File: config.mk
export PLATFORM = sky130hd
export DESIGN_NAME = int_muldiv_unit
export DESIGN_NICKNAME = d
export VERILOG_FILES = /design/src/rtl/int_muldiv_unit.sv
export SDC_FILE = /design/constraint.sdc
export NUM_CORES = 1
export LEC_CHECK = 0
export ABC_AREA = 1
export CORE_MARGIN = 3
export CORE_UTILIZATION = 30
export CTS_CLUSTER_DIAMETER = 200
export DETAILED_ROUTE_END_ITERATION = 8
export PLACE_DENSITY_LB_ADDON = 0.25
export SYNTH_ARGS = -nofsm -noshare
export SYNTH_HDL_FRONTEND = slang
export SYNTH_SLANG_ARGS = --single-unit
export TNS_END_PERCENT = 100
File: constraint.sdc
create_clock -name clk -period 7.4 [get_ports clk]
set_input_delay 1.11 -clock clk [delete_from_list [all_inputs] [get_ports clk]]
set_output_delay 1.11 -clock clk [all_outputs]
set_load 0.01 [all_outputs]
File: src/rtl/int_muldiv_unit.sv
// int_muldiv_unit: multi-cycle RV32M multiply/divide execute unit.
// Optional MULDIV_FAST_MUL_EN: single-cycle multiply path.
module int_muldiv_unit #(
    parameter int DATA_WIDTH = 32,
    parameter int TAG_WIDTH  = 5
) (
    input  logic                  clk,
    input  logic                  rst,
    input  logic                  valid_i,
    output logic                  ready_o,
    input  logic [2:0]            op_i,
    input  logic [DATA_WIDTH-1:0] a_i,
    input  logic [DATA_WIDTH-1:0] b_i,
    input  logic [TAG_WIDTH-1:0]  tag_i,
    input  logic                  flush_i,
    output logic                  valid_o,
    input  logic                  ready_i,
    output logic [DATA_WIDTH-1:0] result_o,
    output logic [TAG_WIDTH-1:0]  tag_o,
    output logic                  busy_o
);
    localparam int W  = DATA_WIDTH;
    localparam int CW = $clog2(W + 1);
    localparam logic [W-1:0] MIN_NEG = {1'b1, {(W-1){1'b0}}};

    typedef enum logic [2:0] {
        IDLE,
        CALC,
        FIX,
        DONE
`ifdef MULDIV_FAST_MUL_EN
        , FMUL
`endif
    } state_t;

    state_t state, state_n;

    logic [2:0]    op_q;
    logic          neg_q;
    logic [W-1:0]  hi_q, lo_q, opnd_q;
    logic [CW-1:0] cnt_q;

    logic         accept;
    logic         a_sgn, b_sgn, a_neg, b_neg;
    logic         div_zero, div_ovf;
    logic [W-1:0] a_mag, b_mag, special;

    assign ready_o = (state == IDLE);
    assign valid_o = (state == DONE);
    assign busy_o  = (state != IDLE);
    assign accept  = valid_i && ready_o && !flush_i;

    always_comb begin
        a_sgn = 1'b0;
        b_sgn = 1'b0;
        case (op_i)
            3'b000, 3'b001, 3'b100, 3'b110: begin
                a_sgn = 1'b1;
                b_sgn = 1'b1;
            end
            3'b010:  a_sgn = 1'b1;
            default: ;
        endcase
    end

    assign a_neg    = a_sgn & a_i[W-1];
    assign b_neg    = b_sgn & b_i[W-1];
    assign a_mag    = a_neg ? -a_i : a_i;
    assign b_mag    = b_neg ? -b_i : b_i;
    assign div_zero = op_i[2] && (b_i == '0);
    assign div_ovf  = op_i[2] && !op_i[0] && (a_i == MIN_NEG) && (b_i == '1);
    assign special  = div_zero ? (op_i[1] ? a_i : '1)
                               : (op_i[1] ? '0 : a_i);

    // One iteration: shift-add for multiply, restoring step for divide.
    logic [W:0]   sum, shifted;
    logic [W+1:0] diff;
    logic [W-1:0] hi_n, lo_n;

    always_comb begin
        sum     = {1'b0, hi_q} + (lo_q[0] ? {1'b0, opnd_q} : '0);
        shifted = {hi_q, lo_q[W-1]};
        diff    = {1'b0, shifted} - {2'b00, opnd_q};
        if (op_q[2]) begin
            if (diff[W+1]) begin
                hi_n = shifted[W-1:0];
                lo_n = {lo_q[W-2:0], 1'b0};
            end else begin
                hi_n = diff[W-1:0];
                lo_n = {lo_q[W-2:0], 1'b1};
            end
        end else begin
            hi_n = sum[W:1];
            lo_n = {sum[0], lo_q[W-1:1]};
        end
    end

    // The last iteration is folded into FIX together with sign correction.
    logic [2*W-1:0] prod, prod_c;
    logic [W-1:0]   quo_rem, fix_res;

    always_comb begin
`ifdef MULDIV_FAST_MUL_EN
        prod = (state == FMUL) ? (2*W)'(opnd_q) * (2*W)'(lo_q)
                               : {hi_n, lo_n};
`else
        prod = {hi_n, lo_n};
`endif
        prod_c  = neg_q ? -prod : prod;
        quo_rem = op_q[1] ? hi_n : lo_n;
        if (op_q[2]) begin
            fix_res = neg_q ? -quo_rem : quo_rem;
        end else if (op_q[1:0] == 2'b00) begin
            fix_res = prod_c[W-1:0];
        end else begin
            fix_res = prod_c[2*W-1:W];
        end
    end

    always_ff @(posedge clk) begin
        if (rst) state <= IDLE;
        else     state <= state_n;
    end

    always_comb begin
        state_n = state;
        case (state)
            IDLE: begin
                if (valid_i) begin
                    if (div_zero || div_ovf) state_n = DONE;
`ifdef MULDIV_FAST_MUL_EN
                    else if (!op_i[2])       state_n = FMUL;
`endif
                    else                     state_n = CALC;
                end
            end
            CALC: if (cnt_q == CW'(2)) state_n = FIX;
            FIX:  state_n = DONE;
`ifdef MULDIV_FAST_MUL_EN
            FMUL: state_n = DONE;
`endif
            DONE: if (ready_i) state_n = IDLE;
            default: state_n = IDLE;
        endcase
        if (flush_i) state_n = IDLE;
    end

    always_ff @(posedge clk) begin
        if (rst) begin
            result_o <= '0;
            tag_o    <= '0;
            op_q     <= '0;
            neg_q    <= 1'b0;
            hi_q     <= '0;
            lo_q     <= '0;
            opnd_q   <= '0;
            cnt_q    <= '0;
        end else if (accept) begin
            tag_o <= tag_i;
            op_q  <= op_i;
            neg_q <= (op_i[2] && op_i[1]) ? a_neg : (a_neg ^ b_neg);
            cnt_q <= CW'(W);
            hi_q  <= '0;
            if (op_i[2]) begin
                lo_q   <= a_mag;
                opnd_q <= b_mag;
            end else begin
                lo_q   <= b_mag;
                opnd_q <= a_mag;
            end
            if (div_zero || div_ovf) result_o <= special;
        end else if (state == CALC) begin
            hi_q  <= hi_n;
            lo_q  <= lo_n;
            cnt_q <= cnt_q - CW'(1);
        end else if (state == FIX
`ifdef MULDIV_FAST_MUL_EN
                     || state == FMUL
`endif
                    ) begin
            result_o <= fix_res;
        end
    end

endmodule

==> results.toml <==
[critical_path]
worst_case_reg_to_reg_path_depth = 26
reg2reg_to = "result_o[18]"
timing.setup.critical_path_class = "reg -> reg"
critPathArrivalTime_ps = 6040
crit_end = "result_o[18]"
r2r_start = "opnd_q[20]"
cp-start-kind = "flop"
startpoint = "opnd_q[20]"
worst-endpoint-required_ps = 7820
rrSetupSlack_ps = 1790
timing.critical_path.to_type = "flop"
worst-path-max-fanout = 24

[clocking]
ctsRootBufferMaster = "sky130_fd_sc_hd__clkbuf_16"
cts_hold_buffers_added = 0
clk-insertion-delay-late_ps = 480
cts-buffers-inserted = 17
clkSinkCount = 145
worst_setup_hold_path_clk_slew_ps = 80
max-clock-path-buffers = 2
cts_resized = 0
cts_tree = "yes"
htree_levels = 4
postCtsSetupBuffers = 0

[placed_design]
buffer_ports.inserted = 116
placed_cell_area_um2 = 20600
dp_hpwl_um = 69600
globalplace.congestion = 1.06

[run_status]
status = "finished clean"

[sta]
slew_headroom = 0.193
timing_worst_slew_pin_value_ps = 1210
setup_viol_count_final = 0
finalHoldViolCount = 0
finalSetupTns_ps = 0
timing.clock.skew_ps = 19.7
rsz0062_at_grt = "no"
final_min_period_over_clock_period = 0.759
fmax_mhz = 178
final.hold.worst_slack_ps = 464
min_period_ps = 5610
report.final.slew_viol_count = 0

[die]
die_width_um = 256
placeableCoreArea_um2 = 61800
initial_core_util = 0.304
dieArea_um2 = 65600
io-pin-count = 117
rows = 91
die_h_um = 256

[yosys]
mappedNetlistNets = 3580
cell_type_with_the_largest_total_area_after_synthesis = "sky130_fd_sc_hd__nand2_1"
synth-warning-count = 0
syn_area_um2 = 18800
synth.distinct_cells = 64
yosys_most_used_dff = "sky130_fd_sc_hd__dfxtp_1"
post_synth.cell_area_avg_um2 = 5.48
synth_largest_type_area_fraction = 0.181
number_of_synthesized_flops_with_an_enable_pin = 0
synth_seq_area_share = 0.155
synthTopCellsByArea = "sky130_fd_sc_hd__nand2_1 (18%), sky130_fd_sc_hd__dfxtp_1 (15%), sky130_fd_sc_hd__inv_1 (10%)"
async_flop_share = 0
synthCells = 3425
synth.ff_latch_count = 145

[run]
max-cap-violations = 0

[cells_and_area]
layout.nets = 3605
layout-drive-gt1-share = 0.0618
count_of_fill_cells_added_during_filler_insertion = 7044
final_core_util = 0.343
insertedDiodeCount = 0
fin_area_um2 = 21200
area_delta_synth_final_pct = 12.9

[grt]
first_global_vias = 20800
grt.overflow.total = 0
global_route_wire_length_before_repair_um = 130000
grt_max_degree = 86
antenna_found_initial = 0
global_route_usage_sum = 0.257

[power_and_ir_drop]
fin_total_pwr_w = 0.00389
total_switching_power_w = 0.00199
power_density_nw_per_um2 = 184
power_frac_seq = 0.232
vdd.ir_drop.worst_uv = 140
comb_power_share = 0.534
power_frac_clock = 0.234
sw_frac_of_total = 0.511
power.internal_w = 0.00190
leakagePower_nw = 10.6

[route]
wire_per_inst_um = 20.4
number_of_vias_per_cell_after_detailed_routing = 5.35
routed_wl_um = 87500
first_iter_violations = 2823
drt_pre_antenna_iters = 6
detailroute.via_count = 23000
postRouteAntennaNets = 0
drt_drc_violations_left = 0

[min_path]
worst_min_path_class = "reg -> reg"
-- logic make-up (layout without fill, tap and decap cells) --
family,Yosys count,after routing,synth area share
simple gates,1765,1765,0.409
buf+inv,668,706,0.139
compound gates,678,678,0.202
xor+xnor,90,90,0.0420
mux,1,1,0.000533
flops,145,145,0.155
fa+ha+maj,78,78,0.0528
-- cells in the final DEF (no fill, tap or decap), types with 53 or more instances in the layout --
master	n
sky130_fd_sc_hd__nand2_1	906
sky130_fd_sc_hd__inv_1	500
sky130_fd_sc_hd__nor2_1	381
sky130_fd_sc_hd__o21ai_0	282
sky130_fd_sc_hd__a21oi_1	240
sky130_fd_sc_hd__nand3_1	228
sky130_fd_sc_hd__dfxtp_1	143
sky130_fd_sc_hd__clkdlybuf4s50_1	116
sky130_fd_sc_hd__ha_1	75
sky130_fd_sc_hd__xor2_1	64
sky130_fd_sc_hd__nand4_1	53
-- power groups by stage --
stage          clock network, W  registers (W)  logic, W
3_3_place_gp                  0       0.000919   0.00202
2_1_floorplan                 0       0.000901   0.00136
3_5_place_dp                  0       0.000920   0.00201
4_1_cts                0.000925       0.000902   0.00202
6_report               0.000911       0.000904   0.00208
5_1_grt                0.000954       0.000910   0.00227
-- cell type report --
type | count | area [um2] | area share
clock buffers | 17 | 425 | 0.0201
clock inverters | 15 | 184 | 0.00867
inverters | 529 | 1990 | 0.0938
multi-input cells | 2612 | 13300 | 0.626
flip-flops and latches | 145 | 2910 | 0.137
well taps | 837 | 1050 | 0.0494
repair buffers | 145 | 1380 | 0.0650
-- flip-flops by register name, indices dropped and copies added, names as in the netlist --
| register | count |
|---|---|
| opnd_q | 32 |
| state | 2 |
| op_q | 3 |
| hi_q | 32 |
| cnt_q | 6 |
| result_o | 32 |
| lo_q | 32 |
| tag_o | 5 |
| neg_q | 1 |
-- layer usage --
metal  up-vias  track usage  part of all wire
met3       174       0.0402             0.089
met5         -            0                 0
li1      11100            -                 -
met4         0       0.0988             0.041
met1     10600        0.354              0.43
met2      1153        0.402              0.44
-- stage by stage --
step,cells,setup WS [ps]
2_1_floorplan,3425,3720
3_3_place_gp,4268,1870
3_5_place_dp,4268,1770
4_1_cts,4300,2100
5_1_grt,4300,1540
6_report,4300,1790
-- worst max-delay path, stage by stage (launching register included) --
cell                      delay [ps]
sky130_fd_sc_hd__dfxtp_1         430
sky130_fd_sc_hd__inv_1            80
sky130_fd_sc_hd__ha_1            360
sky130_fd_sc_hd__nand2_2         120
sky130_fd_sc_hd__inv_1            40
sky130_fd_sc_hd__nand2_1          60
sky130_fd_sc_hd__nand2_1          90
sky130_fd_sc_hd__a21oi_2         210
sky130_fd_sc_hd__nor2_2           90
sky130_fd_sc_hd__nor2_8          470
sky130_fd_sc_hd__nand3_2         220
sky130_fd_sc_hd__o21ai_2         210
sky130_fd_sc_hd__ha_1            250
sky130_fd_sc_hd__nand3_1         130
sky130_fd_sc_hd__nor2_1          160
sky130_fd_sc_hd__nand4_1         260
sky130_fd_sc_hd__nor2_1          320
sky130_fd_sc_hd__nand3_1         190
sky130_fd_sc_hd__nor3_2          220
sky130_fd_sc_hd__nand3_1         220
sky130_fd_sc_hd__nor3_1          360
sky130_fd_sc_hd__nand3_1         180
sky130_fd_sc_hd__nand3_1         110
sky130_fd_sc_hd__nand2_1          60
sky130_fd_sc_hd__o21ai_1         190
sky130_fd_sc_hd__nand3_1         290
sky130_fd_sc_hd__a21oi_1         220
-- cells in the mapped netlist, types with 3 or more instances --
| library cell | count |
|---|---|
| sky130_fd_sc_hd__a21o_1 | 4 |
| sky130_fd_sc_hd__a21oi_1 | 240 |
| sky130_fd_sc_hd__a21oi_2 | 4 |
| sky130_fd_sc_hd__a221oi_1 | 8 |
| sky130_fd_sc_hd__a22oi_1 | 10 |
| sky130_fd_sc_hd__a31oi_1 | 14 |
| sky130_fd_sc_hd__and2_1 | 7 |
| sky130_fd_sc_hd__buf_1 | 13 |
| sky130_fd_sc_hd__buf_2 | 20 |
| sky130_fd_sc_hd__buf_4 | 3 |
| sky130_fd_sc_hd__buf_6 | 6 |
| sky130_fd_sc_hd__clkbuf_1 | 95 |
| sky130_fd_sc_hd__clkinv_1 | 4 |
| sky130_fd_sc_hd__dfxtp_1 | 145 |
| sky130_fd_sc_hd__ha_1 | 76 |
| sky130_fd_sc_hd__inv_1 | 502 |
| sky130_fd_sc_hd__inv_2 | 22 |
| sky130_fd_sc_hd__nand2_1 | 906 |
| sky130_fd_sc_hd__nand2_2 | 23 |
| sky130_fd_sc_hd__nand2_4 | 3 |
| sky130_fd_sc_hd__nand3_1 | 228 |
| sky130_fd_sc_hd__nand3_2 | 24 |
| sky130_fd_sc_hd__nand3b_1 | 26 |
| sky130_fd_sc_hd__nand4_1 | 53 |
| sky130_fd_sc_hd__nor2_1 | 385 |
| sky130_fd_sc_hd__nor2_2 | 16 |
| sky130_fd_sc_hd__nor3_1 | 43 |
| sky130_fd_sc_hd__nor3_2 | 7 |
| sky130_fd_sc_hd__nor4_1 | 12 |
| sky130_fd_sc_hd__o211ai_1 | 30 |
| sky130_fd_sc_hd__o21a_1 | 8 |
| sky130_fd_sc_hd__o21ai_0 | 282 |
| sky130_fd_sc_hd__o21ai_1 | 18 |
| sky130_fd_sc_hd__o21ai_2 | 13 |
| sky130_fd_sc_hd__o21bai_1 | 7 |
| sky130_fd_sc_hd__o221ai_1 | 17 |
| sky130_fd_sc_hd__o22ai_1 | 7 |
| sky130_fd_sc_hd__o311ai_0 | 3 |
| sky130_fd_sc_hd__or2_2 | 21 |
| sky130_fd_sc_hd__xnor2_1 | 26 |
| sky130_fd_sc_hd__xor2_1 | 64 |
-- worst min-delay path by stage --
stage	depth (start not counted)	to	start
floorplan	2	cnt_q[0]	cnt_q[0]
global placement	2	cnt_q[0]	cnt_q[0]
detailed placement	2	cnt_q[0]	cnt_q[0]
CTS	2	cnt_q[0]	cnt_q[0]
global route	2	cnt_q[0]	cnt_q[0]
finish	2	cnt_q[0]	cnt_q[0]
Power figures use the tool's default switching activity.
==> variant (same settings) <==
Set the parameter `DATA_WIDTH` to 16 (it was 32).
--- a/src/rtl/int_muldiv_unit.sv
+++ b/src/rtl/int_muldiv_unit.sv
@@ -2,5 +2,5 @@
 // Optional MULDIV_FAST_MUL_EN: single-cycle multiply path.
 module int_muldiv_unit #(
-    parameter int DATA_WIDTH = 32,
+    parameter int DATA_WIDTH = 16,
     parameter int TAG_WIDTH  = 5
 ) (
Ports: changed (resized a_i, b_i and result_o); port bits go from 117 to 69. No check against the original RTL was run, so the function may have changed too.
==> variant against the original RTL <==
  * Register-to-register slack better by 1.5 ns
  * Largest cell class unchanged
  * Area after synthesis down 52%
  * Sequential cell count down 65
  * Worst setup slack better by 1.4 ns
  * Total power down 52%
  * Largest power group unchanged
  * Routed wire length down 61%
  * Design area down 51%
  * Critical path type is now in2reg
  * Cell count down 54%
  * Sequential share of layout area up 1.8 points
  * Highest routed layer unchanged
  * Count of clock-buffer cells in the layout down 8
  * Worst hold slack better by 0.023 ns
==> variant: results (changes against the original RTL) <==
stage;metric;value;unit;change
layout;Area Growth Syn to Fin;14.1;%;
cts;Inserted Clock Buffers;9;;-8
global_route;routing usage on met3;2.00;%;-2.0 points
layout;multi-input combinational area share;60.3;%;-2.3 points
layout;multi-input gates;1180;;-55%
global_route;GR Layer Usage met2;31.8;%;-8.5 points
cts;htree depth;3;;-1
pwr;sequential share of power;26.7;%;+3.5 points
cts;clk_lat worst skew;0.36;ns;-0.12 ns
layout;Layout clock area frac;2.95;%;+0.073 points
synth;commonest cells in the netlist;408 x nand2_1, 231 x inv_1, 133 x nor2_1;;
drt;routed wl met2;15000;microns;-61%
layout;layout cell share with drive strength beyond 1;6.35;%;+0.17 points
synth;post-synthesis compound-gate area fraction;20.4;%;+0.20 points
placement;pre-CTS WS;2.86;ns;+1.10 ns
layout;Final nets;1692;;-53%
pwr;VDD IR max;0.101;mV;-28%
layout;FF+latch count;80;;-45%
placement;DP HPWL;26700;microns;-62%
layout;fillers;3293;;-53%
drt;drt wl/cell;17.0;microns;-16%
pwr;Clock Power Share;25.2;%;+1.8 points
timing;worst relative slew slack;34.0;%;+15 points
drt;routed wl met3;1860;microns;-76%
worst_setup_path;RR Endpoint;result_o[14];;
global_route;GR Layer Usage met1;28.8;%;-6.6 points
worst_setup_path;maximum fanout along the worst path;18;;-25%
status;status;completed;;
placement;I/O Buffers;68;;-41%
global_route;number of global-route vias before repair;9361;;-55%
drt;wl on met1;16100;microns;-57%
worst_setup_path;max incr delay on CP;0.63;ns;+0.16 ns
layout;Data buffer area share;7.40;%;+0.90 points
synth;xor/xnor share of the synthesized area;4.16;%;-0.035 points
layout;bufs w/o clock;79;;-46%
worst_setup_path;R2R depth;28;;+7.7%
worst_setup_path;slowest CP cell;nand4_1;;
global_route;pin count of the biggest net entering global routing;54;;-37%
pwr;Int Pwr;1030;uW;-46%
drt;via/cell ratio;5.17;;-3.3%
drt;drt pass-1 iters;5;;-1
worst_setup_path;R2R Setup Slk;3.28;ns;+1.49 ns
synth;Adder-Cell Fraction of Synth Area;6.53;%;+1.3 points
pwr;Leak;0.00519;uW;-51%
worst_setup_path;Critical Path AT;4.46;ns;-1.58 ns
global_route;GRT Total Usage;20.0;%;-5.7 points
[variant: cell types whose count changed after synthesis, moves of 26 or more]
cell	delta
nand2_1	-498
xor2_1	-30
ha_1	-32
o21ai_0	-175
inv_1	-271
clkbuf_1	-58
a21oi_1	-124
dfxtp_1	-65
nand3_1	-121
nor2_1	-252
nand4_1	-26
[variant: metrics by stage]
step	cells	hold WS [ns]	area, sq um	total power, uW	utilization, %
after floorplan	1570	0.448	9040	1140	-
after global routing	1990	0.522	10300	2010	35.4
after detailed placement	1974	0.477	10000	1410	34.3
after CTS	1990	0.488	10300	1880	35.4
final	1990	0.487	10300	1890	35.4
after global placement	1974	0.469	10000	1400	34.3
[variant: how the worst max path moves through the flow]
stage | slack (ns) | from | endpoint
global placement | 2.97 | b_i[0] | result_o[14]
finish | 3.22 | b_i[0] | result_o[0]
global route | 2.80 | b_i[0] | result_o[1]
detailed placement | 2.86 | b_i[0] | result_o[0]
floorplan | 4.26 | opnd_q[3] | result_o[14]
CTS | 3.23 | b_i[0] | result_o[0]
